File: config.mk
export PLATFORM = sky130hd
export DESIGN_NAME = seg_7_scan_ctrl_flat
export DESIGN_NICKNAME = d
export VERILOG_FILES = /design/src/rtl/seg_7_scan_ctrl_if.sv /design/src/rtl/seg_7_scan_ctrl.sv /design/src/flat_wrapper.sv
export SDC_FILE = /design/constraint.sdc
export NUM_CORES = 1
export LEC_CHECK = 0
export CORE_AREA = 4 4 78 80
export CTS_CLUSTER_SIZE = 12
export DETAILED_ROUTE_END_ITERATION = 16
export DIE_AREA = 0 0 82 84
export HOLD_SLACK_MARGIN = 0.12
export PLACE_DENSITY_LB_ADDON = 0.3
export SYNTH_ARGS = -nofsm -noshare
export SYNTH_HDL_FRONTEND = slang
export SYNTH_SLANG_ARGS = --single-unit
export TNS_END_PERCENT = 20
File: constraint.sdc
create_clock -name clk -period 2.8 [get_ports clk]
set_clock_uncertainty 0.2 [all_clocks]
set_input_delay 0.7 -clock clk [delete_from_list [all_inputs] [get_ports clk]]
set_output_delay 0.7 -clock clk [all_outputs]
set_load 0.005 [all_outputs]
File: src/rtl/seg_7_scan_ctrl_if.sv
// Display-side bundle for the 7-segment scan controller: value load strobe in,
// converter nibble, anode enables and commit status out.
interface seg_7_scan_ctrl_if #(
  parameter int DIGITS = 4
);
  logic                  load;
  logic [4*DIGITS-1:0]   value;
  logic [3:0]            bin;
  logic [DIGITS-1:0]     an;
  logic                  pending;
  logic                  frame_tick;

  modport master (
    output load, value,
    input  bin, an, pending, frame_tick
  );

  modport slave (
    input  load, value,
    output bin, an, pending, frame_tick
  );
endinterface

File: src/rtl/seg_7_scan_ctrl.sv
// Time-multiplexed scan controller for common-anode 7-segment digits sharing one
// converter; double-buffered BCD value committed only at the frame boundary.
module seg_7_scan_ctrl #(
  parameter int SCAN_DIV = 50000,
  parameter int DIGITS   = 4,
  parameter int GUARD    = 2,
  parameter int LZB      = 1
) (
  input logic          clk,
  input logic          rst,
  seg_7_scan_ctrl_if.slave bus
);
  localparam int DW = (SCAN_DIV > 1) ? $clog2(SCAN_DIV) : 1;
  localparam int IW = (DIGITS > 1) ? $clog2(DIGITS) : 1;

  typedef enum logic {BLANK, SHOW} slot_e;

  logic [DW-1:0]         div_cnt, div_nxt;
  logic [IW-1:0]         idx, idx_nxt;
  logic [4*DIGITS-1:0]   shadow, shadow_nxt, pend_reg;
  logic                  div_wrap, wrap, commit, upper_nz;
  logic [DIGITS-1:0]     an_nxt;
  logic [3:0]            bin_nxt;
  slot_e                 slot;

  // Outputs are registered, so they are derived from the post-edge position and
  // the post-edge shadow; a commit is therefore visible in the very first slot.
  always_comb begin
    div_wrap   = (div_cnt == DW'(SCAN_DIV - 1));
    wrap       = div_wrap && (idx == IW'(DIGITS - 1));
    div_nxt    = div_wrap ? '0 : div_cnt + 1'b1;
    idx_nxt    = idx;
    if (div_wrap)
      idx_nxt  = wrap ? '0 : idx + 1'b1;
    commit     = wrap && bus.pending;
    shadow_nxt = commit ? pend_reg : shadow;

    upper_nz = 1'b0;
    for (int unsigned i = 0; i < DIGITS; i++)
      if (i >= 32'(idx_nxt) && shadow_nxt[4*i +: 4] != 4'h0)
        upper_nz = 1'b1;

    slot = BLANK;
    if (int'(div_nxt) >= GUARD && (LZB == 0 || idx_nxt == '0 || upper_nz))
      slot = SHOW;

    an_nxt  = '1;
    bin_nxt = 4'hF;
    if (slot == SHOW) begin
      an_nxt[idx_nxt] = 1'b0;
      bin_nxt         = shadow_nxt[4*idx_nxt +: 4];
    end
  end

  always_ff @(posedge clk or posedge rst) begin
    if (rst) begin
      div_cnt        <= '0;
      idx            <= '0;
      shadow         <= '0;
      pend_reg       <= '0;
      bus.pending    <= 1'b0;
      bus.frame_tick <= 1'b0;
      bus.an         <= '1;
      bus.bin        <= 4'hF;
    end else begin
      div_cnt        <= div_nxt;
      idx            <= idx_nxt;
      shadow         <= shadow_nxt;
      bus.frame_tick <= commit;
      bus.an         <= an_nxt;
      bus.bin        <= bin_nxt;
      // A load on the wrap edge wins over the commit's clear of pending.
      if (bus.load) begin
        pend_reg    <= bus.value;
        bus.pending <= 1'b1;
      end else if (commit) begin
        bus.pending <= 1'b0;
      end
    end
  end
endmodule

File: src/flat_wrapper.sv
// flat-port wrapper written by rule: the top's interface ports become plain ports
module seg_7_scan_ctrl_flat 
#(
  parameter int SCAN_DIV = 50000,
  parameter int DIGITS   = 4,
  parameter int GUARD    = 2,
  parameter int LZB      = 1
)
  (clk, rst, bus_load, bus_value, bus_bin, bus_an, bus_pending, bus_frame_tick);
  seg_7_scan_ctrl_if #(.DIGITS(DIGITS)) bus_i ();
  input logic clk;
  input logic rst;
  input wire logic [$bits(bus_i.load)-1:0] bus_load;
  input wire logic [$bits(bus_i.value)-1:0] bus_value;
  output wire logic [$bits(bus_i.bin)-1:0] bus_bin;
  output wire logic [$bits(bus_i.an)-1:0] bus_an;
  output wire logic [$bits(bus_i.pending)-1:0] bus_pending;
  output wire logic [$bits(bus_i.frame_tick)-1:0] bus_frame_tick;
  assign bus_i.load = bus_load;
  assign bus_i.value = bus_value;
  assign bus_bin = bus_i.bin;
  assign bus_an = bus_i.an;
  assign bus_pending = bus_i.pending;
  assign bus_frame_tick = bus_i.frame_tick;
  seg_7_scan_ctrl #(.SCAN_DIV(SCAN_DIV), .DIGITS(DIGITS), .GUARD(GUARD), .LZB(LZB)) u_core (.clk(clk), .rst(rst), .bus(bus_i));
endmodule
# == After elaboration in Yosys (flattened, before gate mapping) ==
# Index checks and enable logic that the tools add are counted.
# totals
latch_bits,0
n_memories,0
out_inout_bits,10
input_bits,19
register_bits,60
ramBits,0
wordCells,49
romBits,0
# op_classes
n_mul,0
muxes,15
bitwise,1
add_sub_neg,2
magnitude_cmp,6
eq_ne,2
reduce_logical,14
n_shift,1
div,0
# op_table
operator,count
$mux 16,2
$add 16x1->16 const B,1
$eq 16x16->1 const B,1
$ge 16x2->1 const B,1
$reduce_bool 4->1,4
$shiftx 16x5->4,1
$mux 1,8
$mux 4,2
$logic_and 1x1->1,7
$ge 1x2->1 const A,2
$mux 2,2
$not 4->4,1
$lt 2x3->1 const B,1
$add 2x1->2 const B,1
$demux 1 s2,1
$eq 2x2->1 const B,1
$ge 2x1->1 const B,1
$ge 2x2->1 const A,1
$logic_not 2->1,1
$reduce_bool 2->1,1
$logic_or 1x1->1,1

# == Depth between registers and ports, before layout ==
# depth
depth_word,14
mapped_depth,11
ltp_nobuf,8

# == Worst setup path before layout ==
# OpenSTA, ideal clock, no wires.
# synth_path
kind,register -> register
startpoint,reg u_core.div_cnt[0]
endpoint,reg u_core.bus.bin[1]
setup_time_ns,0.084
t_arrival_ns,2.074
slack_ns,0.441
stages_incl_launch_ff,11
path_cell_list,dfrtp_1 -> ha_1 -> and3_1 -> buf_6 -> and4_4 -> buf_12 -> mux2i_4 -> inv_2 -> and3_1 -> a311o_1 -> o2111ai_1
# synth_between
elab_chain_cells,14
elab_cells_between_ends,29
# synth_rtl
element,line,text
start: declaration,seg_7_scan_ctrl.sv:18,"logic [DW-1:0] div_cnt, div_nxt;"
start signal: assignment,seg_7_scan_ctrl.sv:66,div_cnt <= div_nxt;
$eq 16x16->1 (*),seg_7_scan_ctrl.sv:29,div_wrap = (div_cnt == DW'(SCAN_DIV - 1));
$logic_and 1x1->1,seg_7_scan_ctrl.sv:30,wrap = div_wrap && (idx == IW'(DIGITS - 1));
$mux 2,seg_7_scan_ctrl.sv:34,idx_nxt = wrap ? '0 : idx + 1'b1;
$mux 2 (*),seg_7_scan_ctrl.sv:33,if (div_wrap)
net u_core.idx_nxt[0],seg_7_scan_ctrl.sv:19,"logic [IW-1:0] idx, idx_nxt;"
$ge 1x2->1,seg_7_scan_ctrl.sv:40,if (i >= 32'(idx_nxt) && shadow_nxt[4*i +: 4] != 4'h0)
$logic_and 1x1->1,seg_7_scan_ctrl.sv:40,
$mux 1 (4 in series),seg_7_scan_ctrl.sv:40,
$logic_or 1x1->1,seg_7_scan_ctrl.sv:44,if (int'(div_nxt) >= GUARD && (LZB == 0 || idx_nxt == '0 || upper_nz))
$logic_and 1x1->1,seg_7_scan_ctrl.sv:44,
$mux 1,seg_7_scan_ctrl.sv:44,
$mux 4 (*),seg_7_scan_ctrl.sv:49,if (slot == SHOW) begin
net u_core.bin_nxt[1],seg_7_scan_ctrl.sv:23,logic [3:0] bin_nxt;
end signal: assignment,seg_7_scan_ctrl.sv:71,bus.bin <= bin_nxt;
end: declaration,seg_7_scan_ctrl_if.sv:20,"output bin, an, pending, frame_tick"
# The timed path passes the listed nets; every way through them passes the cells marked *.
# A chain may end at the register's enable or synchronous reset.

# == Worst setup path in the final report ==
# Same ends and word-level chain as after synthesis.

==> run_results.csv <==
group,metric,value,unit
logic_synthesis,yosys.area.top_type_share,43.32,%
logic_synthesis,syn-cell-area,0.003004,sq mm
placed_design,place_area,0.003328,sq mm
placed_design,hpwl,4798,um
setup_path,worst_path_largest_cell_delay,0.41,ns
clock_tree,cts-buffers-inserted,9,
floorplan,ioPinCount,29,
logic_synthesis,synthFlopType,"dfrtp_1",
clock_tree,cts_buffer_depth,2,
setup_path,rr_startpoint,"u_core.div_cnt[0]",
logic_synthesis,ys_async_sr_fraction,100.0,%
drt,drc_errors,0,
drt,routed_wirelength,6576,um
placed_design,gp_congestion,0.9115,
drt,num_vias,2267,
clock_tree,cts.clk_slew.worst_paths,0.06,ns
hold_path,hold_depth,2,
global_route,grt_pass1_vias,2320,
run_status,status,"completed",
floorplan,std_cell_rows,27,
timing,fin_crit_sh,91.07,%
setup_path,startpoint_type,"flop",
timing,slew_headroom,62.64,%
logic_synthesis,synth_seq_cells,60,
final_layout,utilization,64.91,%
drt,ant_nets,0,
drt,wire_per_inst,17.40,um
timing,finalHoldViolCount,0,
final_layout,drive_gt1_share,22.88,%
timing,rsz0062_at_grt,"false",
placed_design,io_buffer_count,28,
hold_path,hold_end,"u_core.shadow[1]",
clock_tree,cts.sinks,60,
timing,worst_pin_slew,0.5595,ns
placed_design,dp.cells,362,
global_route,grt_overflow_total,0,
run,drv_cap,0,
clock_tree,clk_latency,0.34,ns
timing,drv_slew,0,
clock_tree,postCtsSetupRepairBufs,0,
floorplan,die_h,84,um
logic_synthesis,ys_top_cells_by_area,"dfrtp_1 (43%), mux2_2 (7.5%), dfstp_2 (7.0%), nand3_1 (3.5%), nand2_1 (3.4%)",
final_layout,seq_area,0.001511,sq mm
final_layout,fillCellCount,448,
final_layout,antenna_cells,0,
timing,setup-violations-final,0,
setup_path,arrival,2.61,ns
drt,drt_iter0_markers,121,
logic_synthesis,yosysMostFrequentCell,"dfrtp_1",
hold_path,hp-start,"u_core.shadow[1]",
timing,period_needed,2.550,ns
floorplan,start_util,55.58,%
final_layout,post-route-cell-area,0.003508,sq mm
setup_path,crit_path_top_delay_cell,"dfrtp_1",
clock_tree,cts_max_level,3,
setup_path,worstPathCellList,"ha_1 > and3_2 > and4_4 > mux2i_4 > inv_2 > and3_1 > a311o_1 > o2111ai_1",
floorplan,fp.dieW,82,um
setup_path,r2r_slack,0.25,ns
power,peakVddDrop,0.0003526,V
final_layout,multiInputGateArea,0.001349,sq mm
global_route,grt_max_degree,27,
drt,drt-vias-per-instance,5.997,
logic_synthesis,synth-edff-count,0,
logic_synthesis,syn_inst,269,
logic_synthesis,syn_avg_cell_area,11.17,sq um
logic_synthesis,synthTopCellsByCount,"dfrtp_1 (52), nand2_1 (27), nand3_1 (21), mux2_2 (20), nor2_1 (15)",
clock_tree,cts_tree,"done",
setup_path,timing.rr.end,"u_core.bus.bin[1]",
setup_path,worstSetupPathType,"reg -> reg",
clock_tree,clk_root_buffer_cell,"clkbuf_8",
timing,max_freq,392.2,MHz
setup_path,worst-path-max-fanout,9,
setup_path,cp.required,2.86,ns
logic_synthesis,synth_area_leader_cell,"dfrtp_1",
global_route,antenna_found_initial,0,
logic_synthesis,ys_types,51,
final_layout,area_growth,16.78,%
logic_synthesis,ys_seq_area_share,50.31,%
setup_path,ff2ff_path_depth,8,
global_route,grt_usage,21.59,%
logic_synthesis,yosysWarnings,0,
floorplan,die_area,0.006888,sq mm
power,p_leak,0.001542,uW
final_layout,instances_no_fill,378,
timing,setup-tns-final,0,ns
global_route,grt_pass1_wl,11070,um
floorplan,core,0.005405,sq mm
logic_synthesis,syn-num-nets,290,
final_layout,layout.nets,322,
power,power-per-cell-area,488.7,mW/mm^2
setup_path,cp-end-kind,"flop",
hold_path,holdCritPathClass,"reg -> reg",
drt,dr.pass1.iters,4,
## timing repair
action                                  4_1_cts  5_1_grt
hold buffers                                  0        0
endpoints found under the hold margin         0        0
endpoints found under the setup margin        0        2
resized for setup                             0        1
## routing by layer
layer / vias up / GRT usage, % / share of wire [%]
met5: - / 0 / 0
met4: 0 / 9.366 / 3.9
met3: 22 / 7.667 / 5.6
met2: 77 / 35.56 / 51
met1: 1114 / 24.79 / 39
li1: 1054 / - / -
## cell type report
| type | instances | share of cell area [%] |
|---|---|---|
| Sequential cell | 60 | 43.08 |
| Multi-Input combinational cell | 189 | 38.45 |
| Timing Repair Buffer | 38 | 10.49 |
| Clock buffer | 13 | 3.959 |
| Inverter | 3 | 0.3210 |
| Tap cell | 72 | 2.568 |
| Clock inverter | 3 | 1.141 |
## kinds of logic (layout without fill, tap and decap cells)
logic type	Yosys count	count (layout)	synth area share, %
AOI/OAI and AO/OA	35	35	8.538
xor gates and xnor gates	15	15	4.373
adders and majority gates	2	2	0.8329
buffers and inverters	20	57	4.831
DFF	60	60	50.31
muxes	24	24	9.663
and+or+nand+nor	113	113	21.45
## worst max-delay path by stage
stage	slack (ns)	depth (start not counted)	start	endpoint
after global routing	0.07	8	u_core.div_cnt[0]	u_core.bus.bin[1]
after global placement	0.25	8	u_core.div_cnt[0]	u_core.bus.bin[1]
final	0.25	8	u_core.div_cnt[0]	u_core.bus.bin[1]
after detailed placement	0.17	8	u_core.div_cnt[0]	u_core.bus.bin[1]
after floorplan	0.43	1	rst	u_core.bus.frame_tick
after CTS	0.15	8	u_core.div_cnt[0]	u_core.bus.bin[1]
## stage by stage
stage / setup slack (ns) / hold WS [ns] / power [uW]
detailed placement: 0.1667 / 0.2696 / 1007
global route: 0.07175 / 0.3160 / 1786
CTS: 0.1547 / 0.2846 / 1738
finish: 0.2500 / 0.2815 / 1714
floorplan: 0.4285 / 0.2321 / 959.9
global placement: 0.2472 / 0.2766 / 1004
## placed cells by master, fill, tap and decap left out, types with 2 or more instances in the layout
cell type and n:
xor2_1 10, dfrtp_1 52, clkbuf_1 4, a311o_1 4, or4b_2 2, xnor2_1 5, o2111ai_1 4, nor3_1 3
o21ai_0 13, inv_2 3, clkdlybuf4s50_1 28, nor3b_1 3, mux2i_4 2, nand2_1 27, buf_4 9, nand4_1 9
clkbuf_8 9, nand3_1 21, a211oi_1 2, clkinv_2 2, ha_1 2, nor4_1 6, and3_1 7, a21oi_1 3
nor2_1 15, dfstp_2 8, or3_1 2, or4_1 3, mux2i_1 2, and4_4 2, and2_1 3, mux2_2 20
## report_power, final
part	internal (uW)	switching, uW	total (uW)
combinational	48.6	30.3	78.9
clock	409	316	725
sequential	891	19.2	910
## worst max-delay path: cells and delay by family, from the launching register on
| family | cells | cell delay, ns |
|---|---|---|
| fa+ha+maj | 1 | 0.22 |
| mux | 1 | 0.31 |
| buf+inv | 1 | 0.11 |
| simple gates | 3 | 0.79 |
| compound gates | 2 | 0.43 |
| flops | 1 | 0.41 |
Note: power is estimated with default switching activity, not from simulation.
==> edit 1, RTL diff (same settings) <==
Make the reset (`rst`) synchronous in one clocked block.
--- a/src/rtl/seg_7_scan_ctrl.sv
+++ b/src/rtl/seg_7_scan_ctrl.sv
@@ -54,3 +54,3 @@
 
-  always_ff @(posedge clk or posedge rst) begin
+  always_ff @(posedge clk) begin
     if (rst) begin
Check against the original RTL: differs if rst is asserted again (counterexample within 4 cycles, from zero or initial values and one cycle with rst high); with rst held inactive, the same outputs for 10 cycles.
==> edit 1 against the unedited design <==
Sequential cell count unchanged; cell area grew 3.8%; fmax down 1.9%; clock power is 20% higher; wire length rose by 10%; via count increased by 24%; global-route usage increased by 0.090 points; synthesized cell count rose by 36%; hold slack got worse by 0.0027 ns; synthesized area rose by 1.8%; setup slack lost 0.048 ns; die area unchanged; total power up 12%; highest routed layer unchanged.
==> edit 1: results (changes against the unedited design) <==
[power_and_ir_drop]
vdd_drop_max_mv=0.374  ; +6.1%
internal_power_mw=1.46  ; +8.4%
leakagePower_nw=1.31  ; -15%

[clocking]
post_cts_resized=0  ; unchanged
clk_transition_reported_paths_ns=0.07
cts_setup_buffers=0  ; unchanged
clkLatencyLatePin_ns=0.35
clock_path_buffers=2  ; unchanged
cts_buffers=9  ; unchanged
htree_num_levels=3  ; unchanged
cts_root_buf=clkbuf_8

[detailed_routing]
drt_iter0_markers=382  ; +220%
drtPass1Iterations=6  ; +2
vias=2805  ; +24%
wl_um=7250  ; +10%

[logic_synthesis]
synth_cell_type_count=46  ; -9.8%
ys_async_sr_fraction_pct=0  ; -100 points
seq_area_frac_synth_pct=39.3  ; -11 points
ys.flop_type=dfxtp_1
synthTopCellsByArea=dfxtp_1 39%, mux2i_1 7.2%, nand2_1 5.9%, nor2_1 5.4%, mux2_2 4.4%
synth.net_count=389  ; +34%
yosysWarnings=0  ; unchanged
synth_common_cells=60 x dfxtp_1, 48 x nand2_1, 44 x nor2_1

[run_status]
status=finished clean

[placement]
port_buffers=28  ; unchanged
gp_congestion=0.937  ; +2.8%
dp_hpwl_um=5000  ; +4.3%

[critical_path]
critPathTopFamily=simple AND/OR/NAND/NOR gates
r2r_end=u_core.bus.bin[0]
crit_start=u_core.div_cnt[0]
crit_path_end_kind=flip-flop
path_max_fanout=9  ; unchanged
slowest_stage=dfxtp_1
critPathMaxStageDelay_ns=0.44  ; +0.03 ns
rrSetupSlack_ns=0.20  ; -0.05 ns
ff2ff_path_depth=7  ; -1
arrival_ns=2.59  ; -0.02 ns

[global_routing]
grt_pass1_wl_um=11700  ; +5.9%
grt.total_usage_pct=21.7  ; +0.090 points
antenna_found_initial=0  ; unchanged
grt_pass1_vias=2457  ; +5.9%
grt_max_degree=27  ; unchanged

[layout]
diodes=0  ; unchanged
drive_gt1_share_pct=11.8  ; -11 points
fin_nets=414  ; +29%

[timing]
maxSlewHeadroom_pct=57.0  ; -5.7 points

[worst_hold_path]
hold_class=reg2reg

==> edit 1: cell types whose count changed after synthesis, moves of 8 or more <==
cell	before	now
dfstp_2	8	0
nand2_1	27	48
clkbuf_1	4	19
mux2_2	20	12
dfrtp_1	52	0
a21oi_1	3	22
nor2_1	15	44
nand3_1	21	12
dfxtp_1	0	60
mux2i_1	2	22
==> edit 1: worst min path at each step <==
| stage | start | endpoint | slack (ns) | cells past startpoint |
|---|---|---|---|---|
| 2_1_floorplan | u_core.pend_reg[1] | u_core.shadow[1] | 0.24 | 2 |
| 3_3_place_gp | u_core.pend_reg[2] | u_core.shadow[2] | 0.26 | 2 |
| 3_5_place_dp | u_core.pend_reg[3] | u_core.shadow[3] | 0.27 | 2 |
| 4_1_cts | u_core.pend_reg[3] | u_core.shadow[3] | 0.28 | 2 |
| 5_1_grt | u_core.pend_reg[2] | u_core.shadow[2] | 0.31 | 2 |
| 6_report | u_core.pend_reg[3] | u_core.shadow[3] | 0.28 | 2 |
==> edit 1: layout make-up <==
type	count	area (um2)
Multi-Input combinational cell	278	1750
Tap cell	72	90.1
Clock buffer	9	124
Clock inverter	7	98.8
Fill cell	454	1760
Inverter	4	15.0
Sequential cell	60	1200
Timing Repair Buffer	39	363
==> edit 1: through the flow <==
| step | hold slack, ns | area, um2 | std cells | setup slack, ns | util, % |
|---|---|---|---|---|---|
| after detailed placement | 0.270 | 3410 | 453 | 0.260 | 63.1 |
| after floorplan | 0.244 | 3060 | 367 | 0.474 | - |
| after CTS | 0.281 | 3640 | 469 | 0.219 | 67.3 |
| after global routing | 0.307 | 3640 | 469 | 0.0381 | 67.4 |
| after global placement | 0.258 | 3410 | 453 | 0.355 | 63.1 |
| final | 0.279 | 3640 | 469 | 0.202 | 67.4 |
==> edit 1: per-layer routing <==
metal	routed length (um)	track usage (%)	vias to the layer above	share of wire, %
li1	-	-	1374	-
met1	3380	31.8	1294	47
met2	3180	30.6	121	44
met3	534	3.78	16	7.4
met4	153	9.52	0	2.1
met5	0	0	-	0
==> edit 1: power by group through the flow <==
| stage | combinational, mW | clock, mW | sequential, mW |
|---|---|---|---|
| 3_5_place_dp | 0.134 | 0 | 0.925 |
| 3_3_place_gp | 0.130 | 0 | 0.923 |
| 2_1_floorplan | 0.0721 | 0 | 0.917 |
| 4_1_cts | 0.136 | 0.872 | 0.905 |
| 5_1_grt | 0.148 | 0.922 | 0.910 |
| 6_report | 0.135 | 0.873 | 0.906 |
==> edit 1: logic make-up after synthesis <==
family	after synthesis	synth area share, %
AND/OR/NAND/NOR	163	27.8
AO/OA/AOI/OAI	65	12.7
flip-flops	60	39.3
multiplexers	34	11.6
buffers and inverters	29	3.72
XOR/XNOR	13	3.72
adder cells (fa/ha/maj)	3	1.23
==> edit 2, RTL diff (same settings) <==
Made on the original files. `SCAN_DIV` is set to 50000 in 2 places; all go to 200000.
--- a/src/rtl/seg_7_scan_ctrl.sv
+++ b/src/rtl/seg_7_scan_ctrl.sv
@@ -3,3 +3,3 @@
 module seg_7_scan_ctrl #(
-  parameter int SCAN_DIV = 50000,
+  parameter int SCAN_DIV = 200000,
   parameter int DIGITS   = 4,
--- a/src/flat_wrapper.sv
+++ b/src/flat_wrapper.sv
@@ -3,3 +3,3 @@
 #(
-  parameter int SCAN_DIV = 50000,
+  parameter int SCAN_DIV = 200000,
   parameter int DIGITS   = 4,
Formal check against the unedited RTL: no difference found for any inputs over 10 cycles, from zero or initial values and one cycle with rst high; that may be too few to reach the edited logic, so the function may still have changed.
==> edit 2 against the unedited design <==
Synthesized area about the same; wire length down 7.1%; cell area up 3.4%; sequential cell count up 2; via count down 3.5%; hold slack better by 0.0047 ns; sequential power up 2.6%; total power up 11%; first-iteration DRC count down 36%; setup slack worse by 0.065 ns; critical path depth unchanged; largest cell class unchanged; highest routed layer unchanged.
==> edit 2: results (changes against the unedited design) <==
[logic_synthesis]
synthAdderAreaFrac_pct=0.833  ; about the same
synthTopCellsByArea=dfrtp_1 45%, mux2_2 7.5%, dfstp_2 7.0%, nand2_1 6.6%, xnor2_1 2.6%
synth_cell_type_count=56  ; +9.8%
postSynthAreaPerCell_um2=11.0  ; -1.1%
synth-compound-area-share_pct=8.54  ; about the same
synth.net_count=293  ; +1.0%

[layout]
n_all_buffers=37  ; -2.6%
multi_input_area_share_pct=37.8  ; -0.66 points
fin_nets=329  ; +2.2%
seq_share_pct=43.1  ; about the same
drive_gt1_share_pct=21.7  ; -1.2 points
flops_and_latches=62  ; +3.3%
area_growth_pct=20.8
nFillCells=441  ; -1.6%
multi_input_cells=195  ; +3.2%
clkbuf_count=10  ; -3

[critical_path]
slowest_stage=or4b_4
path_max_fanout=8  ; -1
rrSetupSlack_ns=0.18  ; -0.07 ns
critPathMaxStageDelay_ns=0.51  ; +0.10 ns
arrival_ns=2.68  ; +0.07 ns

[power_and_ir_drop]
leakagePower_nw=1.60  ; +4.0%
powerDensity_mw_per_mm2=527  ; +7.8%
pwr-share-clk_pct=47.0  ; +4.7 points

[placement]
pre_cts_slack_ns=0.207  ; +0.0404 ns
dp.cells=369  ; +1.9%
place_area_mm2=0.00340  ; +2.0%
dp_hpwl_um=4400  ; -8.3%

[global_routing]
grt.met2_usage_pct=33.4  ; -2.2 points
grt_pass1_vias=2234  ; -3.7%
use_met1_pct=25.7  ; +0.86 points
grt_pass1_wl_um=10800  ; -2.8%

[detailed_routing]
wl_per_cell_um=15.9  ; -8.8%
drt_iter0_markers=78  ; -36%
vias_per_cell=5.68  ; -5.2%

[timing]
tightest_slew_ns=0.445  ; -0.115 ns
whs_ns=0.286  ; +0.00469 ns

[worst_hold_path]
hold_end=u_core.shadow[3]
hold_start=u_core.shadow[3]

[run_status]
status=finished clean

-- edit 2: changes by cell type in the layout (fill, tap and decap cells not counted), sizes merged, moves of 4 or more --
cell / delta
a311o: -4
and3: -4
nand2: +26
nand3: -12
nand4: -5
o211ai: +9
o21ai: -9
xnor2: +5
xor2: -4
-- edit 2: how the worst max path moves through the flow --
stage               slack, ns                 to              start
floorplan                0.35  u_core.bus.bin[2]  u_core.div_cnt[0]
detailed placement       0.21  u_core.bus.bin[3]  u_core.div_cnt[0]
global placement         0.26  u_core.bus.bin[3]  u_core.div_cnt[0]
finish                   0.18  u_core.bus.bin[3]  u_core.div_cnt[0]
CTS                      0.18  u_core.bus.bin[3]  u_core.div_cnt[0]
global route            0.001  u_core.bus.bin[2]  u_core.div_cnt[0]
-- edit 2: layer usage --
layer / part of all wire, % / vias to the layer above
met5: 0 / -
met4: 2.1 / 0
met3: 4.3 / 11
met2: 52 / 54
met1: 42 / 1079
li1: - / 1044
